===== src/rtl/vga_timing_pkg.sv =====
// Shared 800x600@60 timing constants and the per-axis phase type for the video sequencer.
package vga_timing_pkg;

  localparam int H_ACTIVE = 800;
  localparam int H_FP     = 40;
  localparam int H_SYNC   = 128;
  localparam int H_BP     = 88;
  localparam int V_ACTIVE = 600;
  localparam int V_FP     = 1;
  localparam int V_SYNC   = 4;
  localparam int V_BP     = 23;

  localparam int H_TOTAL  = H_ACTIVE + H_FP + H_SYNC + H_BP;
  localparam int V_TOTAL  = V_ACTIVE + V_FP + V_SYNC + V_BP;

  localparam int CW       = 11;
  localparam bit SYNC_POL = 1'b1;

  typedef enum logic [1:0] {
    PH_ACTIVE,
    PH_FP,
    PH_SYNC,
    PH_BP
  } phase_t;

  function automatic phase_t phase_succ(input phase_t ph);
    case (ph)
      PH_ACTIVE: phase_succ = PH_FP;
      PH_FP:     phase_succ = PH_SYNC;
      PH_SYNC:   phase_succ = PH_BP;
      default:   phase_succ = PH_ACTIVE;
    endcase
  endfunction

endpackage


===== src/rtl/vga_axis_counter.sv =====
// One timing axis: position counter plus phase FSM with registered sync/blank flags.
//   state     | meaning
//   PH_ACTIVE | visible region, blank low
//   PH_FP     | front porch, blank high
//   PH_SYNC   | sync pulse, sync at SYNC_POL, blank high
//   PH_BP     | back porch, blank high
module vga_axis_counter
  import vga_timing_pkg::*;
#(
  parameter int ACTIVE   = H_ACTIVE,
  parameter int FP       = H_FP,
  parameter int SYNC     = H_SYNC,
  parameter int BP       = H_BP,
  parameter bit SYNC_POL = 1'b1,
  parameter int CW       = 11
) (
  input  logic          pclk,
  input  logic          rst,
  input  logic          cnt_en,
  output logic [CW-1:0] count,
  output logic          wrap,
  output logic          sync,
  output logic          blnk
);

  localparam int TOTAL = ACTIVE + FP + SYNC + BP;

  if (ACTIVE < 1 || FP < 1 || SYNC < 1 || BP < 1 || TOTAL >= (2 ** CW)) begin : g_bad_params
    $error("vga_axis_counter: porch/sync widths must be nonzero and TOTAL must fit in CW bits");
  end

  localparam logic [CW-1:0] LAST_ACT  = CW'(ACTIVE - 1);
  localparam logic [CW-1:0] LAST_FP   = CW'(ACTIVE + FP - 1);
  localparam logic [CW-1:0] LAST_SYNC = CW'(ACTIVE + FP + SYNC - 1);
  localparam logic [CW-1:0] LAST_ALL  = CW'(TOTAL - 1);

  phase_t        phase;
  phase_t        phase_nxt;
  logic [CW-1:0] phase_last;
  logic          at_last;

  always_comb begin
    phase_last = LAST_ALL;
    case (phase)
      PH_ACTIVE: phase_last = LAST_ACT;
      PH_FP:     phase_last = LAST_FP;
      PH_SYNC:   phase_last = LAST_SYNC;
      default:   phase_last = LAST_ALL;
    endcase
  end

  assign at_last   = (count == phase_last);
  assign phase_nxt = phase_succ(phase);
  assign wrap      = cnt_en && (count == LAST_ALL);

  // Flags are computed from the phase being entered so they line up with the new count.
  always_ff @(posedge pclk or negedge rst) begin
    if (!rst) begin
      count <= '0;
      phase <= PH_ACTIVE;
      sync  <= ~SYNC_POL;
      blnk  <= 1'b0;
    end else if (cnt_en) begin
      count <= (count == LAST_ALL) ? '0 : count + 1'b1;
      if (at_last) begin
        phase <= phase_nxt;
        sync  <= (phase_nxt == PH_SYNC) ? SYNC_POL : ~SYNC_POL;
        blnk  <= (phase_nxt != PH_ACTIVE);
      end
    end
  end

endmodule


===== src/rtl/vga_timing_ctrl.sv =====
// Master video sequencer: H/V timing axes plus frame_start and game_tick scheduling.
module vga_timing_ctrl
  import vga_timing_pkg::*;
#(
  parameter int H_ACTIVE = vga_timing_pkg::H_ACTIVE,
  parameter int H_FP     = vga_timing_pkg::H_FP,
  parameter int H_SYNC   = vga_timing_pkg::H_SYNC,
  parameter int H_BP     = vga_timing_pkg::H_BP,
  parameter int V_ACTIVE = vga_timing_pkg::V_ACTIVE,
  parameter int V_FP     = vga_timing_pkg::V_FP,
  parameter int V_SYNC   = vga_timing_pkg::V_SYNC,
  parameter int V_BP     = vga_timing_pkg::V_BP,
  parameter bit SYNC_POL = vga_timing_pkg::SYNC_POL,
  parameter int CW       = vga_timing_pkg::CW
) (
  input  logic          pclk,
  input  logic          rst,
  input  logic          en,
  input  logic [7:0]    frames_per_tick,
  output logic [CW-1:0] hcount,
  output logic [CW-1:0] vcount,
  output logic          hsync,
  output logic          vsync,
  output logic          hblnk,
  output logic          vblnk,
  output logic          frame_start,
  output logic          game_tick
);

  logic       h_wrap;
  logic       v_wrap;
  logic       v_en;
  logic       frame_wrap;
  logic [7:0] tick_cnt;
  logic [7:0] period;
  logic [7:0] period_req;
  logic [7:0] period_eff;

  assign v_en = en & h_wrap;

  vga_axis_counter #(
    .ACTIVE(H_ACTIVE), .FP(H_FP), .SYNC(H_SYNC), .BP(H_BP),
    .SYNC_POL(SYNC_POL), .CW(CW)
  ) u_h_axis (
    .pclk  (pclk),
    .rst   (rst),
    .cnt_en(en),
    .count (hcount),
    .wrap  (h_wrap),
    .sync  (hsync),
    .blnk  (hblnk)
  );

  vga_axis_counter #(
    .ACTIVE(V_ACTIVE), .FP(V_FP), .SYNC(V_SYNC), .BP(V_BP),
    .SYNC_POL(SYNC_POL), .CW(CW)
  ) u_v_axis (
    .pclk  (pclk),
    .rst   (rst),
    .cnt_en(v_en),
    .count (vcount),
    .wrap  (v_wrap),
    .sync  (vsync),
    .blnk  (vblnk)
  );

  // v_wrap already includes en & h_wrap, so this is the enabled edge into (0,0).
  assign frame_wrap = h_wrap & v_wrap;

  // A new period is only taken when the tick counter is back at zero.
  assign period_req = (frames_per_tick == 8'd0) ? 8'd1 : frames_per_tick;
  assign period_eff = (tick_cnt == 8'd0) ? period_req : period;

  always_ff @(posedge pclk or negedge rst) begin
    if (!rst) begin
      frame_start <= 1'b0;
      game_tick   <= 1'b0;
      tick_cnt    <= 8'd0;
      period      <= 8'd1;
    end else if (en) begin
      frame_start <= frame_wrap;
      game_tick   <= frame_wrap && (tick_cnt == 8'd0);
      if (frame_wrap) begin
        if (tick_cnt == 8'd0) begin
          period <= period_req;
        end
        tick_cnt <= (tick_cnt == period_eff - 8'd1) ? 8'd0 : tick_cnt + 8'd1;
      end
    end else begin
      frame_start <= 1'b0;
      game_tick   <= 1'b0;
    end
  end

endmodule


===== config.mk =====
export PLATFORM = sky130hd
export DESIGN_NAME = vga_timing_ctrl
export DESIGN_NICKNAME = d
export VERILOG_FILES = /design/src/rtl/vga_timing_pkg.sv /design/src/rtl/vga_axis_counter.sv /design/src/rtl/vga_timing_ctrl.sv
export SDC_FILE = /design/constraint.sdc
export NUM_CORES = 1
export LEC_CHECK = 0
export CORE_MARGIN = 3
export CORE_UTILIZATION = 60
export CTS_CLUSTER_DIAMETER = 120
export DETAILED_ROUTE_END_ITERATION = 6
export PLACE_DENSITY = 0.95
export SETUP_SLACK_MARGIN = 0.1
export SYNTH_ARGS = -nofsm -noshare
export SYNTH_HDL_FRONTEND = slang
export SYNTH_SLANG_ARGS = --single-unit

===== constraint.sdc =====
create_clock -name pclk -period 8.9 [get_ports pclk]
set_input_delay 1.335 -clock pclk [delete_from_list [all_inputs] [get_ports pclk]]
set_output_delay 1.335 -clock pclk [all_outputs]
set_load 0.05 [all_outputs]

### Yosys cells after proc, flatten, opt, wreduce, memory -nomap -nowiden

Cells that the tools add are included.

| word-level totals | value |
|---|---|
| register bits after elaboration | 48 |
| logic and storage cells | 54 |

| operators by class | value |
|---|---|
| add/sub/neg operators | 4 |
| reductions and logical operators | 12 |
| equality and inequality tests | 11 |
| muxes and demuxes | 13 |
| bitwise operators | 2 |

Operators with widths:

| kind | number |
|---|---|
| 11-bit case mux with 3 select lines | 1 |
| 8-bit two-way mux | 3 |
| 11-bit by 1-bit adder with 11-bit output, second input constant | 2 |
| 11-bit two-way mux | 2 |
| 6-bit case mux with 3 select lines | 1 |
| 8-bit zero test | 2 |
| 2-bit case mux with 3 select lines | 2 |
| 11-bit by 10-bit equality test with 1-bit output | 1 |
| 11-bit by 10-bit equality test with 1-bit output, second input constant | 1 |
| 11-bit equality test | 1 |
| 11-bit equality test, second input constant | 1 |
| 8-bit by 1-bit adder with 8-bit output, second input constant | 1 |
| 2-bit equality test, second input constant | 4 |
| 8-bit equality test | 1 |
| 8-bit by 1-bit subtractor with 8-bit output, second input constant | 1 |
| 2-bit AND reduction | 3 |
| 2-bit by 1-bit equality test with 1-bit output, second input constant | 2 |
| 2-bit zero test | 2 |
| 1-bit two-way mux | 4 |
| 2-bit nonzero test | 2 |
| 1-bit logical AND | 3 |
| 1-bit bitwise AND | 2 |

### Logic depth before layout (Yosys ltp)

Gate-level depths: netlist of run 1.

| depth | value |
|---|---|
| depth after elaboration | 7 |
| gate-level depth with buffers | 14 |

### By module

From an unflattened synthesis of run 1, not the netlist that was laid out.

| unflattened totals | value |
|---|---|
| cell total of the unflattened synthesis | 298 |
| area, all modules | 3136.8 µm² |

By module, submodules not included:

| module | times used | cells each | area an instance (µm²) |
|---|---|---|---|
| vga_timing_ctrl | 1 | 138 | 1411.4 |
| vga_axis_counter at u_h_axis | 1 | 77 | 868.3 |
| vga_axis_counter at u_v_axis | 1 | 83 | 857.1 |

### Worst setup path before layout of run 1

No wires, ideal clock.

| path | value |
|---|---|
| path type | input port to flip-flop |
| from | input port frames_per_tick[5] |
| to | register tick_cnt[1] |
| slack | 5.220 ns |
| arrival | 3.554 ns |
| path buffers | 0 |
| cell stages on the path | 12 |
| required time | 8.775 ns |
| cell sequence | nor4_1 > a21o_2 > mux2_2 > inv_1 > ha_1 > inv_1 > or3_1 > xor2_1 > nor3_1 > a2111oi_4 > and3_4 > o22ai_1 |

| on the way | value |
|---|---|
| cells in the longest elaborated chain, start to end | 6 |

RTL lines:

| item | RTL line | source |
|---|---|---|
| from (decl) | vga_timing_ctrl.sv:19 | `input logic [7:0] frames_per_tick,` |
| 8-bit zero test | vga_timing_ctrl.sv:71 | `assign period_req = (frames_per_tick == 8'd0) ? 8'd1 : frames_per_tick;` |
| 8-bit two-way mux * | vga_timing_ctrl.sv:71 |  |
| 8-bit two-way mux * | n/a |  |
| 8-bit by 1-bit subtractor with 8-bit output * | vga_timing_ctrl.sv:87 | `tick_cnt <= (tick_cnt == period_eff - 8'd1) ? 8'd0 : tick_cnt + 8'd1;` |
| 8-bit equality test * | vga_timing_ctrl.sv:87 |  |
| 8-bit two-way mux * | vga_timing_ctrl.sv:87 |  |
| to (signal assigned) | vga_timing_ctrl.sv:87 |  |
| to (decl) | vga_timing_ctrl.sv:34 | `logic [7:0] tick_cnt;` |

Every way passes the cells marked *; elsewhere a longest branch is shown, timed or not.
A chain may end at the register's enable or synchronous reset.

### Worst setup path in the final report of run 1

| path | value |
|---|---|
| from | input port frames_per_tick[2] |
| to | register tick_cnt[3] |

Same word-level chain as after synthesis.

==> flow_summary_export.csv, run 1 <==
group,metric,value,unit
timing,hold_viol_final,0,
cts,clock_sinks,48,
synthesis,synthesis.area,2985,µm²
timing,clock_skew,0.005481,ns
synthesis,synth_seq_area_share,40.28,%
drt,drc,0,
worst_setup_path,r2r_end,"tick_cnt[3]",
synthesis,synth.distinct_cells,56,
synthesis,synthArstFlopShare,100.0,%
floorplan,die_area,5858,µm²
synthesis,synth_top_area_share,39.40,%
cts,clock-root-buffer,"clkbuf_8",
worst_setup_path,path_class,"input port to register",
worst_setup_path,crit_fanout,6,
timing,rsz0062_at_grt,"false",
synthesis,netlist_instances,304,
finish,antennaDiodeCount,0,
drt,drtIter0Drc,154,
drt,vias,2409,
cts,cts.repair.resized,0,
timing,fin_hold_ws,0.4912,ns
pwr,power.density,139.2,nW/µm²
synthesis,yosysMostFrequentCell,"dfrtp_1",
worst_setup_path,crit_path_end_kind,"register",
pwr,p_leak,1.530,nW
cts,cts-htree-levels,2,
timing,period_share,47.11,%
cts,ctsHoldBuffers,0,
timing,setup_tns,0,ns
placed_design,io_buffers,38,
floorplan,die_x,76.54,µm
worst_hold_path,hold_class,"register to register",
drt,via_per_inst,5.919,
timing,slew_headroom,54.55,%
floorplan,io-pin-count,39,
floorplan,placement_rows,25,
synthesis,yosysWarnings,0,
timing,fmax,238.5,MHz
synthesis,synth_top_area_cell,"dfrtp_1",
grt,antenna_found_initial,0,
worst_setup_path,worstPathRequired,9.07,ns
synthesis,synth_ff_type,"dfrtp_1",
cts,clkTransAtPathRegs,0.09,ns
floorplan,core,4755,µm²
synthesis,synth-edff-count,0,
grt,grt_pass1_wl,10.95,mm
grt,overflow,0,
worst_setup_path,r2r_slack,4.98,ns
worst_setup_path,cp-start-kind,"input port",
drt,final_antenna_net_count,0,
finish,layout-drive-gt1-share,10.00,%
finish,syn_to_final_growth,15.67,%
drt,drt_first_pass_iters,4,
pwr,peakVddDrop,0.1618,mV
cts,clock_path_buffers,2,
synthesis,synthTopCellsByCount,"dfrtp_1 (47), nand2_1 (24), inv_1 (18)",
worst_hold_path,holdCritStartpoint,"u_v_axis.count[10]",
cts,clock_latency,0.30,ns
flow_run,maxCapViolations,0,
worst_hold_path,hold_path_end,"u_v_axis.count[10]",
cts,cts_tree,"yes",
placed_design,place_congestion,0.9001,
synthesis,synth_area_per_cell,9.820,µm²
drt,wirelength,6.356,mm
worst_hold_path,hold_depth,1,
worst_setup_path,regToRegStartpoint,"tick_cnt[0]",
grt,grt_usage,23.25,%
timing,slew_viol_final,0,
placed_design,dp_hpwl,4.666,mm
drt,wire_per_inst,15.62,µm
finish,fin_nets,366,
grt,grt_pass1_vias,2352,
synthesis,syn-num-nets,331,
timing,min_period,4.193,ns
floorplan,die_height,76.54,µm
outcome,status,"complete, no violations",
timing,setup_violations,0,
cts,cts_setup_buffers,0,
worst_setup_path,rr_worst_depth,14,
floorplan,start_util,62.79,%
worst_setup_path,crit_arrival,4.36,ns
cts,cts-buffers-inserted,5,
grt,grt_max_degree,49,
synthesis,ys_seq_elements,48,
timing,worst_slew_pin_slew,0.6766,ns
synthesis,synth_area_leaders,"dfrtp_1 (39%), ha_1 (6.7%), xor2_1 (4.1%)",
[worst max-delay path, stage by stage]
cell	delay (ns)
clkdlybuf4s50_1	0.57
nor3_1	0.09
a21o_2	0.20
mux2_2	0.29
inv_1	0.08
ha_1	0.14
inv_1	0.07
or3_1	0.39
xor2_1	0.29
nor3_1	0.12
a2111oi_4	0.40
and3_4	0.28
a21oi_1	0.08
[through the flow]
stage	power, W	utilization [%]	worst slack [ns]	area (µm²)	cells
global placement	0.0003492	70.66	4.499	3359	399
floorplan	0.0003082	-	5.220	2985	304
detailed placement	0.0003514	70.66	4.427	3359	399
finish	0.0004809	72.63	4.707	3453	407
global route	0.0005015	72.63	4.510	3453	407
CTS	0.0004837	72.63	4.736	3453	407
[where the power goes]
group          switching (W)  internal (W)  total (W)  leakage, nW
clock              0.0000693     0.0000632   0.000132       0.0445
sequential         0.0000201      0.000229   0.000249        0.594
combinational      0.0000646     0.0000344  0.0000990        0.892
total               0.000154      0.000327   0.000481         1.53
[logic make-up (layout without fill, tap and decap cells)]
group / Yosys count / count (layout) / share of synthesized area (%)
AOI/OAI and AO/OA: 59 / 59 / 14.04
muxes: 14 / 14 / 5.030
DFF: 48 / 48 / 40.28
buffers and inverters: 29 / 65 / 5.364
adders and majority gates: 16 / 16 / 6.706
xor gates and xnor gates: 26 / 26 / 7.628
and+or+nand+nor: 112 / 112 / 20.96
[layout make-up]
| class | count | area (µm²) |
|---|---|---|
| Inverter | 18 | 67.56 |
| Sequential cell | 48 | 1202 |
| Timing Repair Buffer | 39 | 382.9 |
| Clock buffer | 7 | 86.33 |
| Fill cell | 351 | 1301 |
| Multi-Input combinational cell | 227 | 1623 |
| Clock inverter | 1 | 7.507 |
| Tap cell | 67 | 83.83 |
[cells in the final DEF, fill, tap and decap left out, types with 7 or more instances in the layout]
| master | synthesis | layout |
|---|---|---|
| a21oi_1 | 11 | 11 |
| clkdlybuf4s50_1 | 0 | 37 |
| dfrtp_1 | 47 | 47 |
| ha_1 | 16 | 16 |
| inv_1 | 18 | 18 |
| mux2_2 | 8 | 8 |
| nand2_1 | 24 | 24 |
| nand3_1 | 16 | 16 |
| nor2_1 | 17 | 17 |
| nor3_1 | 9 | 9 |
| o21ai_0 | 13 | 13 |
| or3_1 | 7 | 7 |
| xnor2_1 | 12 | 12 |
| xor2_1 | 14 | 14 |
[sequential cells by signal, summed over array words and instances, names as in the netlist]
register	cells
u_v_axis.sync	1
period	8
u_h_axis.phase	2
u_h_axis.count	11
u_v_axis.count	11
tick_cnt	8
u_h_axis.blnk	1
u_v_axis.blnk	1
u_h_axis.sync	1
frame_start	1
u_v_axis.phase	2
game_tick	1
[layer usage]
layer  GRT usage [%]  part of all wire [%]  vias to the layer above
met2           40.07                    51                       75
met3           5.437                   5.6                        2
met1           28.68                    43                     1172
met5               0                     0                        -
li1                -                     -                     1160
met4           7.790                  0.46                        0
[how the worst max path moves through the flow]
stage,from,end,cells after the start
4_1_cts,frames_per_tick[4],tick_cnt[3],13
5_1_grt,frames_per_tick[5],tick_cnt[3],13
2_1_floorplan,frames_per_tick[5],tick_cnt[1],12
3_5_place_dp,frames_per_tick[3],tick_cnt[3],13
3_3_place_gp,frames_per_tick[2],tick_cnt[1],13
6_report,frames_per_tick[2],tick_cnt[3],13
(Power assumes the default switching activity.)
==> inputs of run 2 (changes only) <==
--- a/config.mk
+++ b/config.mk
@@ -6,10 +6,10 @@
 export NUM_CORES = 1
 export LEC_CHECK = 0
 export CORE_MARGIN = 3
-export CORE_UTILIZATION = 60
+export CORE_UTILIZATION = 55
 export CTS_CLUSTER_DIAMETER = 120
 export DETAILED_ROUTE_END_ITERATION = 6
-export PLACE_DENSITY = 0.95
+export PLACE_DENSITY = 0.9
 export SETUP_SLACK_MARGIN = 0.1
 export SYNTH_ARGS = -nofsm -noshare
 export SYNTH_HDL_FRONTEND = slang
==> constraint.sdc (replaced) <==
create_clock -name pclk -period 4.1 [get_ports pclk]
set_input_delay 0.615 -clock pclk [delete_from_list [all_inputs] [get_ports pclk]]
set_output_delay 0.615 -clock pclk [all_outputs]
set_load 0.05 [all_outputs]
==> flow_summary_export.csv, run 2 (synthesized netlist as in run 1, its figures left out) <==
group,metric,value,unit
outcome,status,"complete, no violations",
placed_design,io_buffers,38,
timing,slew_viol_final,0,
drt,routedLengthMet1,2.928,mm
pwr,total_power,0.001106,W
drt,via_per_inst,5.864,
floorplan,die_area,6348,µm²
placed_design,placed_area,3378,µm²
timing,fmax,280.0,MHz
floorplan,core,5172,µm²
grt,grt_usage,22.02,%
worst_setup_path,slowest_delay,0.44,ns
timing,slew_headroom,52.48,%
grt,overflow,0,
cts,cts_setup_buffers,0,
timing,setup_tns,0,ns
pwr,power.density,316.6,nW/µm²
worst_setup_path,crit_slowest_cell,"dfrtp_1",
drt,drtIter0Drc,191,
cts,cts.repair.resized,0,
finish,syn_to_final_growth,17.02,%
worst_setup_path,cp_common_cell,"inv_1",
pwr,p_leak,1.551,nW
worst_setup_path,path_class,"register to register",
timing,clock_skew,0.008574,ns
timing,fin_hold_ws,0.2635,ns
grt,grt_pass1_vias,2443,
finish,antennaDiodeCount,0,
timing,rsz0062_at_grt,"false",
grt,antenna_found_initial,0,
worst_hold_path,hold_class,"input port to asynchronous set/reset pin",
drt,wirelength,6.331,mm
floorplan,placement_rows,26,
drt,wire_per_inst,15.37,µm
drt,wl_met2,2.996,mm
timing,period_share,87.12,%
floorplan,die_x,79.68,µm
finish,layout-drive-gt1-share,10.82,%
floorplan,io-pin-count,39,
finish,stdcell_area,3493,µm²
drt,top_layer,"met4",
cts,clkTransAtPathRegs,0.09,ns
worst_setup_path,worstPathRequired,4.27,ns
pwr,peakVddDrop,0.4863,mV
floorplan,start_util,57.72,%
floorplan,die_height,79.68,µm
finish,multi_input_area,1623,µm²
drt,dr_wl_met3,295,µm
drt,drc,0,
drt,final_antenna_net_count,0,
drt,drt_first_pass_iters,4,
cts,clock_path_buffers,2,
finish,layout_common_cells,"dfrtp_1 (47), clkdlybuf4s50_1 (37), nand2_1 (24)",
timing,hold_viol_final,0,
cts,clock-root-buffer,"clkbuf_8",
timing,min_period,3.572,ns
cts,clock_latency,0.30,ns
finish,regArea,1202,µm²
finish,reg.largest.list,"u_h_axis.count: 11 flops, u_v_axis.count: 11 flops",
finish,fin_nets,368,
grt,grt_max_degree,29,
timing,setup_violations,0,
finish,num-fill-cells,409,
worst_setup_path,crit_path_end_kind,"register",
worst_setup_path,crit_arrival,3.74,ns
placed_design,place_congestion,0.8986,
cts,cts-htree-levels,2,
cts,cts-buffers-inserted,5,
timing,worst_slew_pin_slew,0.7073,ns
flow_run,maxCapViolations,0,
cts,ctsHoldBuffers,0,
grt,grt_pass1_wl,11.15,mm
finish,layout_commonest_cell,"dfrtp_1",
worst_setup_path,crit_chain,"inv_1, ha_1, nor4b_4, and2_4, mux2_2, inv_1, ha_1, inv_1, or3_1, xor2_1, nor3_1, a2111oi_4, and3_4, a21oi_1",
cts,cts_tree,"yes",
cts,clock_sinks,48,
placed_design,dp_hpwl,4.618,mm
drt,vias,2416,
worst_setup_path,cp-start-kind,"register",
worst_setup_path,crit_fanout,11,
[run 2: cell count changes in the layout (fill, tap and decap cells not counted), sizes merged]
cell / previous run / this run
buf: 2 / 4
clkbuf: 7 / 5
bufinv: 0 / 1
inv: 18 / 19
[run 2: area by class of cell]
class	count	area share, %
multi-input combinational	227	46.45
sequential	48	34.42
timing repair buffer	41	11.39
tap	70	2.507
clock buffer	5	1.970
inverter	18	1.934
clock inverter	3	1.325
[run 2: routing by layer]
metal	up-vias	global-route usage [%]
met5	-	0
met4	0	6.873
met3	10	3.950
met2	69	35.98
met1	1167	29.69
li1	1170	-
[run 2: stage by stage]
step           setup slack, ns  instances  utilization, %
2_1_floorplan           0.7072        304               -
6_report                0.5281        412           67.54
5_1_grt                 0.3529        412           67.54
3_5_place_dp            0.3482        404           65.31
3_3_place_gp            0.3937        404           65.31
4_1_cts                 0.5276        412           67.54
[run 2: where the power goes]
group | switching, W | internal [W] | leakage, nW
combinational | 0.000141 | 0.0000748 | 0.903
clock | 0.000168 | 0.000184 | 0.0548
sequential | 0.0000401 | 0.000498 | 0.594
total | 0.000349 | 0.000756 | 1.55
[run 2: worst max-delay path: cells and delay by family, from the launching register on]
| kind | cells | cell delay, ns |
|---|---|---|
| xor gates and xnor gates | 1 | 0.28 |
| and+or+nand+nor | 5 | 1.25 |
| adders and majority gates | 2 | 0.31 |
| DFF | 1 | 0.44 |
| muxes | 1 | 0.40 |
| AOI/OAI and AO/OA | 2 | 0.49 |
| buffers and inverters | 3 | 0.29 |
[run 2: worst paths after layout]
kind	start	endpoint	slack [ns]	depth (start not counted)
max	tick_cnt[0]	tick_cnt[5]	0.53	14
min	rst	game_tick	0.26	1
max reg2reg	tick_cnt[0]	tick_cnt[5]	0.53	14
min reg2reg	u_v_axis.blnk	u_v_axis.blnk	0.50	2
max in group asynchronous	rst	period[0]	3.06	2
min in group pclk	u_v_axis.blnk	u_v_axis.blnk	0.50	2
